<file path="src/rtl/dbg_trace_monitor.sv">
// Debug trace monitor: circular commit trace with PC trigger / post-capture / freeze and
// saturating event counters. Define DBG_TRACE_TIMESTAMP_EN to prepend a 32-bit cycle stamp.
module dbg_trace_monitor #(
  parameter int unsigned DEPTH     = 16,
  parameter int unsigned NUM_RS    = 5,
  parameter int unsigned CNT_W     = 16,
  parameter int unsigned ROB_IDX_W = 3,
  parameter int unsigned WRAP_MODE = 1,
  parameter int unsigned POST_TRIG = 4,
`ifdef DBG_TRACE_TIMESTAMP_EN
  localparam int unsigned TS_W     = 32,
`else
  localparam int unsigned TS_W     = 0,
`endif
  localparam int unsigned ENTRY_W  = TS_W + 69 + ROB_IDX_W,
  localparam int unsigned AW       = $clog2(DEPTH)
) (
  input  logic                    clk,
  input  logic                    reset_n,
  input  logic                    clear,
  input  logic                    commit_valid,
  input  logic [31:0]             commit_pc,
  input  logic [4:0]              commit_rd,
  input  logic [31:0]             commit_data,
  input  logic [ROB_IDX_W-1:0]    commit_rob,
  input  logic                    flush,
  input  logic [NUM_RS-1:0]       rs_exec,
  input  logic                    trig_en,
  input  logic [31:0]             trig_pc,
  input  logic                    rd_ready,
  output logic                    rd_valid,
  output logic [ENTRY_W-1:0]      rd_entry,
  output logic [AW:0]             count,
  output logic                    overflow,
  output logic [1:0]              state,
  output logic [NUM_RS*CNT_W-1:0] exec_cnt,
  output logic [CNT_W-1:0]        commit_cnt,
  output logic [CNT_W-1:0]        flush_cnt
);

  typedef enum logic [1:0] {
    S_RUN    = 2'd0,
    S_POST   = 2'd1,
    S_FROZEN = 2'd2
  } state_e;

  localparam int unsigned PW = (POST_TRIG > 0) ? $clog2(POST_TRIG + 1) : 1;
  localparam logic [AW:0] FULL_CNT = (AW + 1)'(DEPTH);

  state_e              st_q;
  logic [ENTRY_W-1:0]  mem [DEPTH];
  logic [AW-1:0]       wr_ptr;
  logic [AW-1:0]       rd_ptr;
  logic [AW:0]         cnt_q;
  logic                ovf_q;
  logic [PW-1:0]       post_q;
  logic [CNT_W-1:0]    exec_q [NUM_RS];
  logic [CNT_W-1:0]    commit_q;
  logic [CNT_W-1:0]    flush_q;
  logic                capture;
  logic                pop;
  logic                full;
  logic                write_en;
  logic                hit;
  logic [ENTRY_W-1:0]  new_entry;

`ifdef DBG_TRACE_TIMESTAMP_EN
  logic [31:0] ts_q;

  always_ff @(posedge clk or negedge reset_n) begin
    if (!reset_n)   ts_q <= '0;
    else if (clear) ts_q <= '0;
    else            ts_q <= ts_q + 32'd1;
  end

  assign new_entry = {ts_q, commit_pc, commit_rd, commit_data, commit_rob};
`else
  assign new_entry = {commit_pc, commit_rd, commit_data, commit_rob};
`endif

  assign full     = (cnt_q == FULL_CNT);
  assign capture  = commit_valid && (st_q != S_FROZEN) && !clear;
  assign pop      = (cnt_q != '0) && rd_ready && !clear;
  // When full, a same-cycle pop frees the slot; otherwise only wrap mode may overwrite.
  assign write_en = capture && (!full || pop || (WRAP_MODE != 0));
  assign hit      = trig_en && (commit_pc == trig_pc);

  always_ff @(posedge clk) begin
    if (write_en) mem[wr_ptr] <= new_entry;
  end

  always_ff @(posedge clk or negedge reset_n) begin
    if (!reset_n) begin
      wr_ptr <= '0;
      rd_ptr <= '0;
      cnt_q  <= '0;
      ovf_q  <= 1'b0;
      post_q <= '0;
      st_q   <= S_RUN;
    end else if (clear) begin
      wr_ptr <= '0;
      rd_ptr <= '0;
      cnt_q  <= '0;
      ovf_q  <= 1'b0;
      post_q <= '0;
      st_q   <= S_RUN;
    end else begin
      if (write_en) wr_ptr <= wr_ptr + 1'b1;
      if (pop || (write_en && full)) rd_ptr <= rd_ptr + 1'b1;
      if (write_en && !full && !pop)  cnt_q <= cnt_q + 1'b1;
      else if (pop && !write_en)      cnt_q <= cnt_q - 1'b1;
      if (capture && full && !pop) ovf_q <= 1'b1;
      if (capture) begin
        case (st_q)
          S_RUN: begin
            if (hit) begin
              if (POST_TRIG == 0) begin
                st_q <= S_FROZEN;
              end else begin
                st_q   <= S_POST;
                post_q <= PW'(POST_TRIG);
              end
            end
          end
          S_POST: begin
            post_q <= post_q - 1'b1;
            if (post_q == PW'(1)) st_q <= S_FROZEN;
          end
          default: ;
        endcase
      end
    end
  end

  function automatic logic [CNT_W-1:0] sat_inc(input logic [CNT_W-1:0] v, input logic ev);
    return (ev && (v != '1)) ? v + 1'b1 : v;
  endfunction

  always_ff @(posedge clk or negedge reset_n) begin
    if (!reset_n) begin
      for (int unsigned i = 0; i < NUM_RS; i++) exec_q[i] <= '0;
      commit_q <= '0;
      flush_q  <= '0;
    end else if (clear) begin
      for (int unsigned i = 0; i < NUM_RS; i++) exec_q[i] <= '0;
      commit_q <= '0;
      flush_q  <= '0;
    end else begin
      for (int unsigned i = 0; i < NUM_RS; i++) exec_q[i] <= sat_inc(exec_q[i], rs_exec[i]);
      commit_q <= sat_inc(commit_q, commit_valid);
      flush_q  <= sat_inc(flush_q, flush);
    end
  end

  for (genvar g = 0; g < NUM_RS; g++) begin : g_exec
    assign exec_cnt[g*CNT_W +: CNT_W] = exec_q[g];
  end

  assign rd_valid   = (cnt_q != '0);
  assign rd_entry   = rd_valid ? mem[rd_ptr] : '0;
  assign count      = cnt_q;
  assign overflow   = ovf_q;
  assign state      = st_q;
  assign commit_cnt = commit_q;
  assign flush_cnt  = flush_q;

endmodule

</file>
<file path="config.mk">
export PLATFORM = sky130hd
export DESIGN_NAME = dbg_trace_monitor
export DESIGN_NICKNAME = d
export VERILOG_FILES = /design/src/rtl/dbg_trace_monitor.sv
export SDC_FILE = /design/constraint.sdc
export NUM_CORES = 1
export LEC_CHECK = 0
export BUFFER_PORTS_ARGS = -buffer_cell sky130_fd_sc_hd__buf_2
export CAP_MARGIN = 20
export CELL_PAD_IN_SITES_DETAIL_PLACEMENT = 1
export CELL_PAD_IN_SITES_GLOBAL_PLACEMENT = 2
export CORE_UTILIZATION = 47
export DETAILED_ROUTE_END_ITERATION = 10
export GPL_ROUTABILITY_DRIVEN = 0
export PLACE_DENSITY_LB_ADDON = 0.25
export SYNTH_ARGS = -nofsm -noshare
export SYNTH_HDL_FRONTEND = slang
export SYNTH_SLANG_ARGS = --single-unit
</file>
<file path="constraint.sdc">
create_clock -name clk -period 5.3 [get_ports clk]
set_input_delay 0.53 -clock clk [delete_from_list [all_inputs] [get_ports clk]]
set_output_delay 0.53 -clock clk [all_outputs]
set_load 0.05 [all_outputs]
</file>
Word-level counts from Yosys, hierarchy flattened

Memory sizes are Yosys's and may differ from the RTL's.
Cells that the tools add are included.

Add/subtract/negate cells: 12
Equal/unequal tests: 14
Muxes and demuxes: 31
Reduce and logical (&&, ||, !) cells: 38

Operators with widths:

| kind                                                               | number |
|---|---|
| 16-bit two-way mux                                                 | 9 |
| 16-bit by 1-bit adder with 16-bit output, second input constant    | 7 |
| 16-bit inequality test, second input constant                      | 7 |
| 80-bit two-way mux                                                 | 1 |
| 72-bit two-way mux                                                 | 1 |
| 32-bit equality test                                               | 1 |
| 2-bit nonzero test                                                 | 10 |
| 1-bit logical AND                                                  | 17 |
| 4-bit two-way mux                                                  | 4 |
| 5-bit two-way mux                                                  | 3 |
| 3-bit two-way mux                                                  | 3 |
| 4-bit by 1-bit adder with 4-bit output, second input constant      | 2 |
| 2-bit two-way mux                                                  | 4 |
| 3-bit inequality test, second input constant                       | 2 |
| 3-bit case mux with 2 select lines                                 | 1 |
| 3-bit nonzero test                                                 | 2 |
| 5-bit by 1-bit adder with 5-bit output, second input constant      | 1 |
| 5-bit equality test, second input constant                         | 1 |
| 5-bit nonzero test                                                 | 1 |
| 5-bit by 1-bit subtractor with 5-bit output, second input constant | 1 |
| 1-bit zero test                                                    | 4 |
| 1-bit two-way mux                                                  | 4 |
| 2-bit case mux with 2 select lines                                 | 1 |
| 4-bit AND reduction                                                | 1 |
| 7 further kinds                                                    | 7 |

Register bits: 131
Bits in writable memories: 1,152
Input bits: 116
Output and inout bits: 193
Word-level logic and storage cells: 109
Memories kept: 1

Memory list:

| name | words | width | read ports | clocked after Yosys merged registers in | wr ports | line | source |
|---|---|---|---|---|---|---|---|
| mem  | 16    | 72    | 1          | 0                                       | 1        | 51   | `logic [ENTRY_W-1:0] mem [DEPTH];` |

Logic depth before layout (Yosys ltp)

Gate-level depths: netlist (run 1).

Depth in word-level cells: 8
Depth in mapped cells: 10
Gate-level depth less buffers: 9

Worst setup path before layout (run 1)

No wires, ideal clock.

Path type: flip-flop to flip-flop
Start: reg st_q[0], in the netlist state[0]
End: mem mem[4][0] (netlist name), enable pin
Library setup time: 0.503 ns
Data arrival time: 4.330 ns
Data required time: 4.797 ns
Setup slack: 0.467 ns
Cell stages (with the launch flop): 5
Clock period less this slack: 4.833 ns
Path through: dfrtp_1 nand2b_1 and3_1 nand3b_1 nor2_1

Longest elaborated chain between the ends: 5

Ends and longest elaborated chain:

| what                                    | line | source |
|---|---|---|
| start, declared                         | 50   | `state_e st_q;` |
| start signal, assigned                  | 99   | `st_q <= S_RUN;` |
| start signal, assigned                  | 106  | `st_q <= S_RUN;` |
| start signal, assigned                  | 118  | `st_q <= S_FROZEN;` |
| 2-bit inequality test                   | 82   | `assign capture = commit_valid && (st_q != S_FROZEN) && !clear;` |
| 1-bit logical AND (2 in series)         | 82   |  |
| 1-bit two-way mux                       | 89   | `if (write_en) mem[wr_ptr] <= new_entry;` |
| 1-bit two-way mux (not written as such) | 89   |  |
| end, declared                           | 51   |  |

Every way passes these cells.

Worst setup path in the final report (run 1)

Start: reg cnt_q[0], in the netlist count[0]
End: out rd_entry[53]

Longest elaborated chain between the ends: 2

Ends and longest elaborated chain:

| what                   | line | source |
|---|---|---|
| start, declared        | 54   | `logic [AW:0] cnt_q;` |
| start signal, assigned | 110  | `if (write_en && !full && !pop) cnt_q <= cnt_q + 1'b1;` |
| start signal, assigned | 111  | `else if (pop && !write_en) cnt_q <= cnt_q - 1'b1;` |
| 5-bit nonzero test     | 159  | `assign rd_valid = (cnt_q != '0);` |
| 72-bit two-way mux     | 160  | `assign rd_entry = rd_valid ? mem[rd_ptr] : '0;` |
| end, declared          | 32   | `output logic [ENTRY_W-1:0] rd_entry,` |

Every way passes these cells.

==> metrics, run 1 <==
outcome=complete, no violations; nets@finish=2,991; Worst R2R End=count[3]; Worst Hold Class=input port to flop; FF-to-FF setup slack=1970 ps; GR met2 Demand/Resource=39.15%; DRC Markers=0; Post-Syn Area=~51,000 um2; Post-CTS Setup Bufs=0; Worst-path clk slew=60 ps; die area=110,100 um2; largest net degree at the start of global routing=between 90 and 100; Ports=between 300 and 400; Die Y=331.8 um; skew final=28.45 ps; Commonest cells post-synth=edfxtp_1, mux4_2, dfrtp_1; CP Capture Type=output pin; CTS tree=built; Startpoint Class=flop; GRT Util Overall=between 20% and 30%; Tcrit/Tclk final=82.58%; Unique masters post-synth=60; Site Rows=120; top-count cell post-synth=edfxtp_1; TritonRoute pass-1 iters=5; Seq cells post-synth=1,283; final core occ=~55%; main flop type after synthesis=edfxtp_1; via count=25,960; Synth area leaders=edfxtp_1, mux4_2, dfrtp_1; end of the critical path=rd_entry[53]; Synth Area per Inst=20.61 um2; post-synthesis sequential area ratio=between 70% and 80%; Initial Util=47.57%; P&R area growth vs syn=15.42%; H-tree depth=4; Pleak=19.50 nW; maxcap violations=0; reg2reg path depth=6; reg2reg start=count[0]; RSZ-0062 raised after global routing=false; final setup fails=0; layout cell share with drive strength beyond 1=31.85%; Yosys top cell area share=67.65%; dominant cell type by area after synthesis=edfxtp_1; slew at the pin closest to its max-slew limit=1156 ps; Max clock buf depth=3; GRT met1 Usage=30.88%; post_cts resized=0; antenna violations before repair=32; width of the die=between 300 and 400 um; Congestion Overflow GR=0; worst setup path start=count[0]; Num CTS Buffers=136; total core area=107,500 um2; clock network latency to the later pin of the worst-skew pair=740 ps; DRT iter0 DRCs=between 1,500 and 2,000; Fin Setup TNS=0 ps; Gate Count Post-Synth=2,481; Max transition margin=22.35%; pre-CTS setup slack=1605 ps; Critical Path AT=~3900 ps; CP Data Required Time=4770 ps; P per Cell Area=between 400 and 500 nW/um2; number of global-route vias before repair=27,860; worst setup margin=923.1 ps; Net Count, Synth=around 2,600; fmax=between 200 and 250 MHz; port buffer count=308; Slew Viols, Final=0; first-pass GRT wire length=186,400 um; worst vdd ir=between 200 and 300 uV; synth warn=0; Sink Count=approximately 1,300; Detail Route Antenna Nets=0; final hold vios=0; dpl hpwl=72,380 um; Total Wirelength=about 130,000 um; drt wl/cell=28.89 um; drt via density=5.937; min Tclk post-route=4377 ps; crit path max fanout=between 40 and 50; Root Driver=clkbuf_16; Crit Path Category=flop to output pin; Post-synth EDFFs=1,152; fraction of registers with async set/reset=10.21%; met3 usage=roughly 4.9%; Top Usage Layer GRT=met2
==> registers in the layout, summed over array words and instances (netlist names) <==
register / count
flush_cnt: 16
wr_ptr: 4
mem: 1152
commit_cnt: 16
post_q: 3
count: 5
rd_ptr: 4
overflow: 1
state: 2
exec_cnt: 80
==> how the worst min path moves through the flow <==
stage	from	cells after the start	endpoint
after floorplan	reset_n	0	commit_cnt[0]
after global routing	commit_data[6]	1	mem[2][9]
final	commit_valid	3	wr_ptr[1]
after detailed placement	overflow	2	overflow
after global placement	overflow	2	overflow
after CTS	commit_valid	3	wr_ptr[1]
==> metrics by stage <==
| step | power (W) | cells | hold WS, ps | cell area [um2] |
|---|---|---|---|---|
| detailed placement | 0.01765 | 4120 | 502.0 | 54610 |
| floorplan | 0.01607 | 2481 | 234.4 | 51130 |
| CTS | 0.02698 | 4367 | 92.61 | 59010 |
| finish | 0.02665 | 4372 | 150.8 | 59020 |
| global placement | 0.01755 | 4120 | 481.8 | 54610 |
| global route | 0.02754 | 4370 | 136.4 | 59010 |
==> logic make-up after synthesis <==
kind of cell    count (synthesis)  share of synthesized area [%]
simple gates                  437                          4.581
buf+inv                       141                          1.255
xor+xnor                      118                          2.021
fa+ha+maj                      19                         0.4796
mux                           375                          16.16
compound gates                108                          1.444
flops                        1283                          74.06
==> per-layer routing <==
metal  routed length (um)  vias up
met5                  256        -
met4                 1975       38
met3                 7727      193
met2                63870      772
met1                52500    13990
li1                     -    10970
==> power breakdown <==
group | internal [W] | total [W] | switching [W] | leakage [nW]
clock network | 0.00538 | 0.00932 | 0.00394 | 2.14
registers | 0.0111 | 0.0113 | 0.000157 | 12.2
logic | 0.00229 | 0.00604 | 0.00375 | 5.17
==> repair_timing <==
action,in CTS,in global routing
hold endpoints to repair,84,0
hold buffers,1,0
setup endpoints to repair,0,0
==> layout make-up <==
type	instances	area [um2]
repair buffers	357	2221
inverters	21	80.08
fillers	9425	48490
clock buffers	162	3563
multi-input cells	1057	12680
clock inverters	84	818.3
flip-flops and latches	1283	37890
diodes	5	12.51
well taps	1403	1755
==> placed cells by master (no fill, tap or decap), drive strengths merged, types with 22 or more instances in the layout <==
cell	n
a21oi	26
and2	89
and3	22
buf	356
clkbuf	162
clkinv	62
dfrtp	131
edfxtp	1152
inv	28
mux4	360
nand2	33
nand3	40
nand4	36
nor2	122
nor3	23
xnor2	45
xor2	73
==> critical path, cell delays in order (launching register included) <==
cell and delay (ps):
dfrtp_1 450, or4_1 660, nor2_2 220, clkinv_2 780, buf_4 570, and2_1 200, buf_2 210
(Power assumes the default switching activity.)
==> run 2: changes to the inputs <==
Settings changed: CORE_UTILIZATION 47 to 43.
Clock period 5.3 ns to 3.55 ns, I/O delays scaled along.
==> run 2 against run 1 <==
- cell area rose by 3.4%
- wire length is 6.9% higher
- global-route usage decreased by 0.51 points
- largest power group unchanged
- clock skew is 6.8 ps lower
- critical path type unchanged
- core utilization shrank 3.1 points
- sequential share of layout area down 2.1 points
- worst hold slack got worse by 100 ps
- sequential power is 48% higher
- register-to-register slack worse by 1500 ps
- clock power increased by 53%
- first-iteration DRC count rose by 21%
- worst setup slack worse by 910 ps
- highest routed layer unchanged
==> metrics, run 2 (synthesis gave the netlist of run 1 again) <==
outcome=complete, no violations; leading cell type in the layout, fill and taps excluded=edfxtp_1; cell chain of the critical path=buf_16 > mux4_2 > mux4_2 > and2_1 > buf_2; worst setup path start=rd_ptr[0]; crit path max-delay cell type=mux4_2; layout cell share with drive strength beyond 1=between 30 and 40%; drt via density=5.723; Slew Viols, Final=0; slew at the pin closest to its max-slew limit=1023 ps; H-tree depth=4; width of the die=346.8 um; CTS tree=built; final hold vios=0; end of the critical path=rd_entry[42]; TritonRoute pass-1 iters=5; maxcap violations=0; Finished Layout Cells=4,634; Max clock buf depth=3; Startpoint Class=flop; Total Wirelength=135,000 um; Detail Route Antenna Nets=0; Fin Setup TNS=0 ps; reg2reg start=count[0]; first-pass GRT wire length=197,000 um; commonest non-fill, non-tap cells in the layout=edfxtp_1, mux4_2, buf_2, clkbuf_16, dfrtp_1; crit path max fanout=55; worst vdd ir=564.5 uV; Worst Hold Class=input port to flop; dpl cells=approximately 4,300; clock network latency to the later pin of the worst-skew pair=740 ps; pre-CTS setup slack=512.2 ps; min Tclk post-route=around 3500 ps; DRT iter0 DRCs=~2,200; Sink Count=1,283; Biggest register=mem; DRC Markers=0; total core area=117,900 um2; CP Data Required Time=3190 ps; Pleak=around 20 nW; Design Area, Final=around 61,000 um2; GRT Util Overall=22.62%; Hold WS=49.85 ps; Tcrit/Tclk final=99.51%; Congestion Overflow GR=0; FF-to-FF setup slack=between 400 and 500 ps; Die Y=346.8 um; worst setup margin=17.41 ps; Post-Place Cell Area=55,310 um2; dpl hpwl=around 77,000 um; via count=roughly 27,000; die area=between 100,000 and 150,000 um2; Max transition margin=31.81%; Slowest Stage Delay on Critical Path=570 ps; fmax=about 280 MHz; Worst-path clk slew=approximately 60 ps; drt wl/cell=~29 um; CP Capture Type=output pin; P per Cell Area=about 680 nW/um2; port buffer count=308; Initial Util=43.36%; nets@finish=3,123; Num CTS Buffers=around 140; Ports=slightly above 300; antenna violations before repair=23; Crit Path Category=flop to output pin; RSZ-0062 raised after global routing=true; largest net degree at the start of global routing=98; final setup fails=0; number of global-route vias before repair=about 29,000; P&R area growth vs syn=19.35%; Root Driver=clkbuf_16; reg2reg path depth=9; Critical Path AT=3180 ps; number of flip-flops in the largest register=1,152; Worst R2R End=count[4]; skew final=21.66 ps; Site Rows=between 100 and 150; most frequent CP cell=mux4_2
## run 2: cell count changes in the layout (fill, tap and decap cells not counted), sizes merged
| cell | previous run | this run |
|---|---|---|
| clkinv | 62 | 51 |
| buf | 356 | 417 |
| dlygate4sd3 | 1 | 69 |
| inv | 28 | 27 |
| clkbuf | 162 | 173 |
| clkinvlp | 4 | 2 |
| diode | 5 | 4 |
| bufinv | 11 | 15 |
## run 2: layout make-up
class / count / area [um2]
fillers: 10620 / 56900
flip-flops and latches: 1283 / 37890
multi-input cells: 1057 / 12700
repair buffers: 488 / 3970
clock buffers: 171 / 3684
well taps: 1536 / 1922
clock inverters: 74 / 775.7
inverters: 21 / 81.33
diodes: 4 / 10.01
## run 2: worst max-delay path, delay by kind of cell (launching register included)
family,cells,cell delay [ps]
flip-flops,1,510
buffers and inverters,2,550
AND/OR/NAND/NOR,1,210
multiplexers,2,1040
## run 2: routing by layer
metal | track usage (%) | part of all wire (%)
met5 | 0 | 0.15
met4 | 5.418 | 1.8
met3 | 5.695 | 7.1
met2 | 38.28 | 51
met1 | 29.32 | 40
## run 2: worst min path at each step
stage	startpoint	depth (start not counted)	to
after global routing	commit_pc[14]	1	mem[7][54]
after floorplan	reset_n	0	commit_cnt[0]
after CTS	commit_valid	3	wr_ptr[1]
after detailed placement	overflow	2	overflow
final	commit_valid	3	wr_ptr[1]
after global placement	overflow	2	overflow
## run 2: timing repair
item,4_1_cts,5_1_grt
cloned,6,2
setup endpoints to repair,64,57
buffers inserted,14,4
endpoints found under the hold margin,1107,0
resized for setup,29,20
hold buffers,69,0
## run 2: through the flow
stage	util, %	power [W]
after detailed placement	46.90	0.02671
after global routing	51.75	0.04277
after CTS	51.61	0.04163
after global placement	46.88	0.02651
final	51.75	0.04140
after floorplan	-	0.02399
## run 2: power breakdown
group | total [W] | leakage [nW] | switching, W | internal (W)
combinational | 0.0103 | 5.97 | 0.00607 | 0.00427
clock | 0.0143 | 2.18 | 0.00586 | 0.00845
sequential | 0.0167 | 12.2 | 0.000126 | 0.0166
